`src/rtl/diff_accum.sv`:
```
// Windowed accumulator: sums WIN_LEN signed 5-bit samples into an ACC_W-bit total.
// Define DIFF_ACCUM_SAT_EN for saturating adds with an overflow flag; default wraps.
module diff_accum #(
  parameter int WIN_LEN = 16,
  parameter int ACC_W   = 8
) (
  input  logic             clk,
  input  logic             rst_n,
  input  logic [4:0]       diffIn,
  input  logic             diffValid,
  output logic             diffReady,
  output logic [ACC_W-1:0] sumOut,
  output logic             ovfOut,
  output logic             outValid,
  input  logic             outReady
);

  localparam int CW = $clog2(WIN_LEN + 1);

  typedef enum logic [1:0] {
    IDLE,
    ACCUM,
    HOLD
  } state_t;

  state_t r_state;
  state_t w_state_nxt;

  logic [CW-1:0]    r_cnt;
  logic [ACC_W-1:0] r_acc;
  logic [ACC_W-1:0] r_sum;
  logic [ACC_W-1:0] w_acc_nxt;
  logic             r_ready;
  logic             r_valid;
  logic             w_accept;
  logic             w_last;
  logic             w_done;

  assign w_accept = diffValid && r_ready;
  assign w_last   = (r_cnt == CW'(WIN_LEN - 1));
  assign w_done   = (r_state == HOLD) && outReady;

`ifdef DIFF_ACCUM_SAT_EN
  localparam logic [ACC_W-1:0] MAXV = {1'b0, {(ACC_W-1){1'b1}}};
  localparam logic [ACC_W-1:0] MINV = {1'b1, {(ACC_W-1){1'b0}}};

  logic [ACC_W:0] w_ext;
  logic [ACC_W:0] w_sum;
  logic           w_clip;
  logic           r_ovf;
  logic           r_ovf_out;

  assign w_ext  = {{(ACC_W-4){diffIn[4]}}, diffIn};
  assign w_sum  = {r_acc[ACC_W-1], r_acc} + w_ext;
  // Sign bits disagree only when the true sum left the ACC_W range
  assign w_clip = w_sum[ACC_W] ^ w_sum[ACC_W-1];

  always_comb begin
    w_acc_nxt = w_sum[ACC_W-1:0];
    if (w_clip) begin
      w_acc_nxt = w_sum[ACC_W] ? MINV : MAXV;
    end
  end

  always_ff @(posedge clk) begin
    if (!rst_n) begin
      r_ovf     <= 1'b0;
      r_ovf_out <= 1'b0;
    end else if (w_done) begin
      r_ovf <= 1'b0;
    end else if (w_accept) begin
      r_ovf <= r_ovf | w_clip;
      if (w_last) begin
        r_ovf_out <= r_ovf | w_clip;
      end
    end
  end

  assign ovfOut = r_ovf_out;
`else
  logic [ACC_W-1:0] w_ext;

  assign w_ext     = {{(ACC_W-5){diffIn[4]}}, diffIn};
  assign w_acc_nxt = r_acc + w_ext;
  assign ovfOut    = 1'b0;
`endif

  always_comb begin
    w_state_nxt = r_state;
    unique case (r_state)
      IDLE: begin
        if (w_accept) begin
          w_state_nxt = ACCUM;
        end
      end
      ACCUM: begin
        if (w_accept && w_last) begin
          w_state_nxt = HOLD;
        end
      end
      HOLD: begin
        if (outReady) begin
          w_state_nxt = IDLE;
        end
      end
      default: w_state_nxt = IDLE;
    endcase
  end

  always_ff @(posedge clk) begin
    if (!rst_n) begin
      r_state <= IDLE;
      r_ready <= 1'b0;
      r_valid <= 1'b0;
      r_cnt   <= '0;
      r_acc   <= '0;
      r_sum   <= '0;
    end else begin
      r_state <= w_state_nxt;
      r_ready <= (w_state_nxt != HOLD);
      r_valid <= (w_state_nxt == HOLD);
      if (w_done) begin
        r_cnt <= '0;
        r_acc <= '0;
      end else if (w_accept) begin
        r_cnt <= r_cnt + 1'b1;
        r_acc <= w_acc_nxt;
        if (w_last) begin
          r_sum <= w_acc_nxt;
        end
      end
    end
  end

  assign diffReady = r_ready;
  assign outValid  = r_valid;
  assign sumOut    = r_sum;

endmodule

```
`config.mk`:
```
export PLATFORM = sky130hd
export DESIGN_NAME = diff_accum
export DESIGN_NICKNAME = d
export VERILOG_FILES = /design/src/rtl/diff_accum.sv
export SDC_FILE = /design/constraint.sdc
export NUM_CORES = 1
export LEC_CHECK = 0
export CAP_MARGIN = 20
export CORE_UTILIZATION = 50
export DETAILED_ROUTE_END_ITERATION = 7
export PLACE_DENSITY = 0.75
export REMOVE_ABC_BUFFERS = 1
export SYNTH_ARGS = -nofsm -noshare
export SYNTH_HDL_FRONTEND = slang
export SYNTH_SLANG_ARGS = --single-unit
export TNS_END_PERCENT = 1
```
`constraint.sdc`:
```
create_clock -name clk -period 4.15 [get_ports clk]
set_clock_uncertainty 0.15 [all_clocks]
set_input_delay 0.415 -clock clk [delete_from_list [all_inputs] [get_ports clk]]
set_output_delay 0.415 -clock clk [all_outputs]
set_load 0.05 [all_outputs]
```
==> flow_summary.toml, run 1 <==
[status]
status = "finished, final reports clean"

[logic_synthesis]
synth_top_cell_area_share_pct = 40.65
yosysUniqueCellTypes = 38
synth.avg_cell_area_um2 = 8.732
yosysSeqAreaShare_pct = 40.65
synthArstFlopShare_pct = 0
yosys_warnings = 0
most_area_consuming_cells_after_synthesis = "sky130_fd_sc_hd__dfxtp_1 41%, sky130_fd_sc_hd__ha_1 9.1%, sky130_fd_sc_hd__nand2_1 8.2%"
ys_ff_latch = 25
dominantRegCellSynth = "sky130_fd_sc_hd__dfxtp_1"
postSynthCellCount = 141
synth_edf_count = 0
syn-cell-area_um2 = 1231
post-synth-top-area-cell = "sky130_fd_sc_hd__dfxtp_1"

[final_layout]
utilization_after_layout_pct = 63.22
num-fill-cells = 190
post_route_cells_drive_above_1_share_pct = 5.063
layout.cells.most_common = "sky130_fd_sc_hd__nand2_1"
sequential_cell_area_um2 = 500.5
insertedDiodeCount = 0
commonest_cells_after_routing_fill_and_taps_aside = "27 x sky130_fd_sc_hd__nand2_1, 25 x sky130_fd_sc_hd__dfxtp_1, 18 x sky130_fd_sc_hd__clkdlybuf4s50_1"
layout-area-overhead-vs-synth_pct = 16.87
instances_no_fill = 186
area_of_the_multi_input_gates_um2 = 689.4
final_net_count = 178

[power_and_ir_drop]
vdd_ir_drop_max_uv = 210.9
power_w = 0.0004418
static_leakage_nw = 0.5734
power.density_cell_area_nw_per_um2 = 307.0

[critical_path]
crit_required_ps = 4220
timing.critical_path.from_type = "input pin"
worst-path-max-fanout = 3
critPathKind = "input pin to register"
worstSetupEndpointType = "register"
cp_data_arrival_time_ps = 2550

[placement]
portBuffers = 18
place.gp.congestion = 0.7438
place_inst = 182
dp.final_hpwl_um = 1779

[drt]
drtIter0Drc = 20
drt-pass1-iter-count = 4
drcViolationCount = 0
antenna_violating_nets_post_route = 0
drt_wl_total_um = 2412
via_per_inst = 5.597
detailroute.via_count = 1041
wl_per_cell_um = 12.97

[clock_tree]
cts_max_path_buffers = 2
clk_latency_ps = 310
clock_tree.root_cell = "sky130_fd_sc_hd__clkbuf_4"
clock-sinks = 25
cts.clk_slew.worst_paths_ps = 130
ctsHoldBuffers = 0
postCtsResizedCells = 0
htreeDepth = 1
tritoncts_buffers = 3
clock_tree_from_tritoncts = "yes"
post-cts-setup-buffer-count = 0

[grt]
grt_remaining_overflow = 0
grt_first_pass_wirelength_um = 4098
grt_antenna_before_repair = 0
grtUsageTotal_pct = 20.77
via_count_of_the_first_global_routing_pass = 938
grt_max_degree = 18

[floorplan]
placeableCoreArea_um2 = 2276
floorplan.rows = 17
die_h_um = 51.62
pin_count = 20
fp.dieW_um = 51.62
initial_core_util_pct = 54.10
dieArea_um2 = 2665

[hold_path]
timing.hold.worst.class = "register to register"

[run]
max_cap_violations = 0

[timing]
timing_max_transition_violations_final = 0
max_freq_mhz = 402.9
slew_worst_pin_ps = 620.3
final_hold_viol_count = 0
whs_ps = 318.5
final-setup-viol-count = 0
grt_setup_unrepaired = "no"
max-slew-margin-rel_pct = 58.64
min_period_over_period_pct = 59.81
timing.setup.tns_ps = 0
period_needed_ps = 2482
[flip-flops by register name, indices dropped and copies added (netlist names)]
name / cells
diffReady: 1
outValid: 1
r_acc: 8
r_cnt: 5
r_state: 2
sumOut: 8
[final cells by class]
cell class	instances	area share, %
repair buffers	18	12.52
well taps	28	2.435
flip-flops and latches	25	34.78
multi-input cells	109	47.91
inverters	2	0.5217
clock buffers	4	1.826
[worst paths after layout]
kind	start	to	slack, ps	cells after the start
setup / recovery	diffIn[0]	r_acc[6]$_SDFFE_PP0P_	1670	8
hold / removal	sumOut[1]$_SDFFE_PN0P_	sumOut[1]$_SDFFE_PN0P_	320	2
setup reg to reg	r_acc[0]$_SDFFE_PP0P_	r_acc[6]$_SDFFE_PP0P_	1870	7
hold reg to reg	sumOut[1]$_SDFFE_PN0P_	sumOut[1]$_SDFFE_PN0P_	320	2
[worst max-delay path, stage by stage]
cell                              delay, ps
sky130_fd_sc_hd__clkdlybuf4s50_1        410
sky130_fd_sc_hd__ha_1                   250
sky130_fd_sc_hd__fa_1                   410
sky130_fd_sc_hd__a21o_1                 190
sky130_fd_sc_hd__a221o_1                320
sky130_fd_sc_hd__a21oi_1                180
sky130_fd_sc_hd__xnor2_1                100
sky130_fd_sc_hd__a2bb2o_1               270
[stage by stage]
step / worst slack, ps / instance area (um2)
2_1_floorplan: 1860 / 1197
3_3_place_gp: 1391 / 1413
3_5_place_dp: 1331 / 1413
4_1_cts: 1671 / 1439
5_1_grt: 1621 / 1439
6_report: 1668 / 1439
[cells by family (layout without fill, tap and decap cells)]
| group | count (synthesis) | count (layout) | share of synthesized area (%) |
|---|---|---|---|
| adder cells (fa/ha/maj) | 10 | 10 | 10.77 |
| flip-flops | 25 | 25 | 40.65 |
| AND/OR/NAND/NOR | 54 | 54 | 20.53 |
| buffers and inverters | 7 | 24 | 3.354 |
| AO/OA/AOI/OAI | 36 | 36 | 18.70 |
| other | 1 | 1 | 0.3046 |
| XOR/XNOR | 8 | 8 | 5.691 |
[power breakdown]
group | switching (W) | total [W] | internal [W]
clock | 0.0000697 | 0.000107 | 0.0000375
sequential | 0.00000580 | 0.000254 | 0.000248
combinational | 0.0000451 | 0.0000803 | 0.0000352
total | 0.000121 | 0.000442 | 0.000321
[synth_stat cells (2+ instances only)]
cell type,n
sky130_fd_sc_hd__and2_1,4
sky130_fd_sc_hd__and3_1,3
sky130_fd_sc_hd__xnor2_1,5
sky130_fd_sc_hd__ha_1,9
sky130_fd_sc_hd__a21oi_1,16
sky130_fd_sc_hd__nand3_1,2
sky130_fd_sc_hd__a211oi_1,3
sky130_fd_sc_hd__nand2_1,27
sky130_fd_sc_hd__inv_1,2
sky130_fd_sc_hd__xor2_1,3
sky130_fd_sc_hd__clkbuf_1,2
sky130_fd_sc_hd__a21o_1,3
sky130_fd_sc_hd__o21ai_0,4
sky130_fd_sc_hd__dfxtp_1,25
sky130_fd_sc_hd__nor2_1,10
[per-layer routing]
layer,up-vias,share of wire (%),track usage (%)
met5,-,0,0
met4,0,1.4,9.459
met3,4,3.6,3.801
met2,24,46,32.68
met1,487,49,27.52
li1,526,-,-
Power figures use the tool's default switching activity.
==> inputs of run 2 (changes only) <==
--- a/config.mk
+++ b/config.mk
@@ -6,9 +6,9 @@
 export NUM_CORES = 1
 export LEC_CHECK = 0
 export CAP_MARGIN = 20
-export CORE_UTILIZATION = 50
+export CORE_UTILIZATION = 47
 export DETAILED_ROUTE_END_ITERATION = 7
-export PLACE_DENSITY = 0.75
+export PLACE_DENSITY = 0.74
 export REMOVE_ABC_BUFFERS = 1
 export SYNTH_ARGS = -nofsm -noshare
 export SYNTH_HDL_FRONTEND = slang
==> constraint.sdc (replaced) <==
create_clock -name clk -period 2.2 [get_ports clk]
set_clock_uncertainty 0.15 [all_clocks]
set_input_delay 0.22 -clock clk [delete_from_list [all_inputs] [get_ports clk]]
set_output_delay 0.22 -clock clk [all_outputs]
set_load 0.05 [all_outputs]
==> flow_summary.toml, run 2 (synthesis gave the netlist of run 1 again) <==
[status]
status = "finished, final reports clean"

[final_layout]
instances_no_fill = 197
commonest_cells_after_routing_fill_and_taps_aside = "27 x sky130_fd_sc_hd__nand2_1, 24 x sky130_fd_sc_hd__dfxtp_1, 18 x sky130_fd_sc_hd__clkdlybuf4s50_1"
num-fill-cells = 229
insertedDiodeCount = 0
layout.cells.most_common = "sky130_fd_sc_hd__nand2_1"
post_route_cells_drive_above_1_share_pct = 13.17
final_net_count = 187
layout-area-overhead-vs-synth_pct = 24.29
utilization_after_layout_pct = 61.77

[floorplan]
pin_count = 20
placeableCoreArea_um2 = 2477
floorplan.rows = 18
die_h_um = 53.18
initial_core_util_pct = 49.70
dieArea_um2 = 2828
fp.dieW_um = 53.18

[critical_path]
slowest_delay_ps = 450
cp_data_arrival_time_ps = 2240
crit_family = "compound AO/OA/AOI/OAI gates"
worstSetupEndpointType = "register"
timing.critical_path.from_type = "input pin"
timing.critical_path.buf_inv = 1
path_cells = "clkdlybuf4s50_1 > ha_4 > fa_2 > a21o_1 > a221o_1 > a21oi_2 > xnor2_1 > a2bb2o_2"
crit_required_ps = 2290
worst-path-max-fanout = 2
critPathSlowestCell = "sky130_fd_sc_hd__clkdlybuf4s50_1"
critPathKind = "input pin to register"

[clock_tree]
post-cts-setup-buffer-count = 0
clock-sinks = 25
ctsHoldBuffers = 0
tritoncts_buffers = 3
clock_tree.root_cell = "sky130_fd_sc_hd__clkbuf_4"
clock_tree_from_tritoncts = "yes"
htreeDepth = 1
clk_latency_ps = 330
cts.clk_slew.worst_paths_ps = 140
cts_max_path_buffers = 2

[placement]
portBuffers = 18
place_inst = 193
place.gp.congestion = 0.8066
dp.final_hpwl_um = 1864
place_worst_setup_slack_ps = -373.4

[timing]
period_needed_ps = 2154
max-slew-margin-rel_pct = 65.35
min_period_over_period_pct = 97.91
grt_setup_unrepaired = "no"
final-setup-viol-count = 0
timing_max_transition_violations_final = 0
final_hold_viol_count = 0
whs_ps = 315.7
post-route-worst-setup-slack_ps = 46.00
slew_worst_pin_ps = 518.5
max_freq_mhz = 464.3

[drt]
drt-pass1-iter-count = 4
antenna_violating_nets_post_route = 0
drtIter0Drc = 18
detailroute.via_count = 1039
wl_per_cell_um = 12.92
drt_wl_total_um = 2545
drcViolationCount = 0
via_per_inst = 5.274

[power_and_ir_drop]
static_leakage_nw = 0.6150
power.density_cell_area_nw_per_um2 = 568.3
power_w = 0.0008697
vdd_ir_drop_max_uv = 607.2

[hold_path]
timing.hold.worst.class = "register to register"

[grt]
grt_max_degree = 15
grt_remaining_overflow = 0
grt_first_pass_wirelength_um = 4160
via_count_of_the_first_global_routing_pass = 976
grtUsageTotal_pct = 20.71
grt_antenna_before_repair = 0

[run]
max_cap_violations = 0
[run 2: timing repair]
item / CTS / global route
gates cloned: 0 / 0
pin swaps: 0 / 5
endpoints found under the setup margin: 2 / 2
gates resized for setup: 1 / 5
[run 2: metrics by stage]
| stage | area (um2) | setup TNS (ps) |
|---|---|---|
| 6_report | 1530 | 0 |
| 5_1_grt | 1530 | 0 |
| 4_1_cts | 1511 | 0 |
| 3_5_place_dp | 1483 | -1080 |
| 3_3_place_gp | 1483 | -909.2 |
| 2_1_floorplan | 1197 | 0 |
[run 2: layout make-up]
type / instances / area, um2 / area share [%]
sequential: 25 / 501.7 / 32.79
timing repair buffer: 27 / 247.7 / 16.19
multi-input combinational: 109 / 709.4 / 46.36
clock buffer: 4 / 26.28 / 1.717
inverter: 2 / 7.507 / 0.4906
tap: 30 / 37.54 / 2.453
[run 2: metal layers]
metal	vias up	share of wire (%)	track usage, %
met5	-	0	0
met4	0	1.4	9.211
met3	5	3.3	5.460
met2	16	46	34.60
met1	478	49	24.56
li1	540	-	-
[run 2: worst paths after layout]
check             slack (ps)  cells after the start              startpoint                     end
setup / recovery          50                      8               diffIn[0]   r_acc[6]$_SDFFE_PP0P_
hold / removal           320                      2  sumOut[4]$_SDFFE_PN0P_  sumOut[4]$_SDFFE_PN0P_
setup reg to reg          50                      7   r_acc[0]$_SDFFE_PP0P_   r_acc[6]$_SDFFE_PP0P_
hold reg to reg          320                      2  sumOut[4]$_SDFFE_PN0P_  sumOut[4]$_SDFFE_PN0P_
[run 2: where the power goes]
part / leakage (nW) / total, W / switching [W] / internal [W]
sequential: 0.204 / 0.000480 / 0.0000113 / 0.000469
combinational: 0.396 / 0.000174 / 0.0000909 / 0.0000835
clock: 0.0150 / 0.000215 / 0.000144 / 0.0000712
[run 2: worst register-to-register path: cells and delay by family, from the launching register on]
family,cells,cell delay [ps]
AOI/OAI and AO/OA,4,890
adders and majority gates,2,560
DFF,1,360
xor gates and xnor gates,1,100
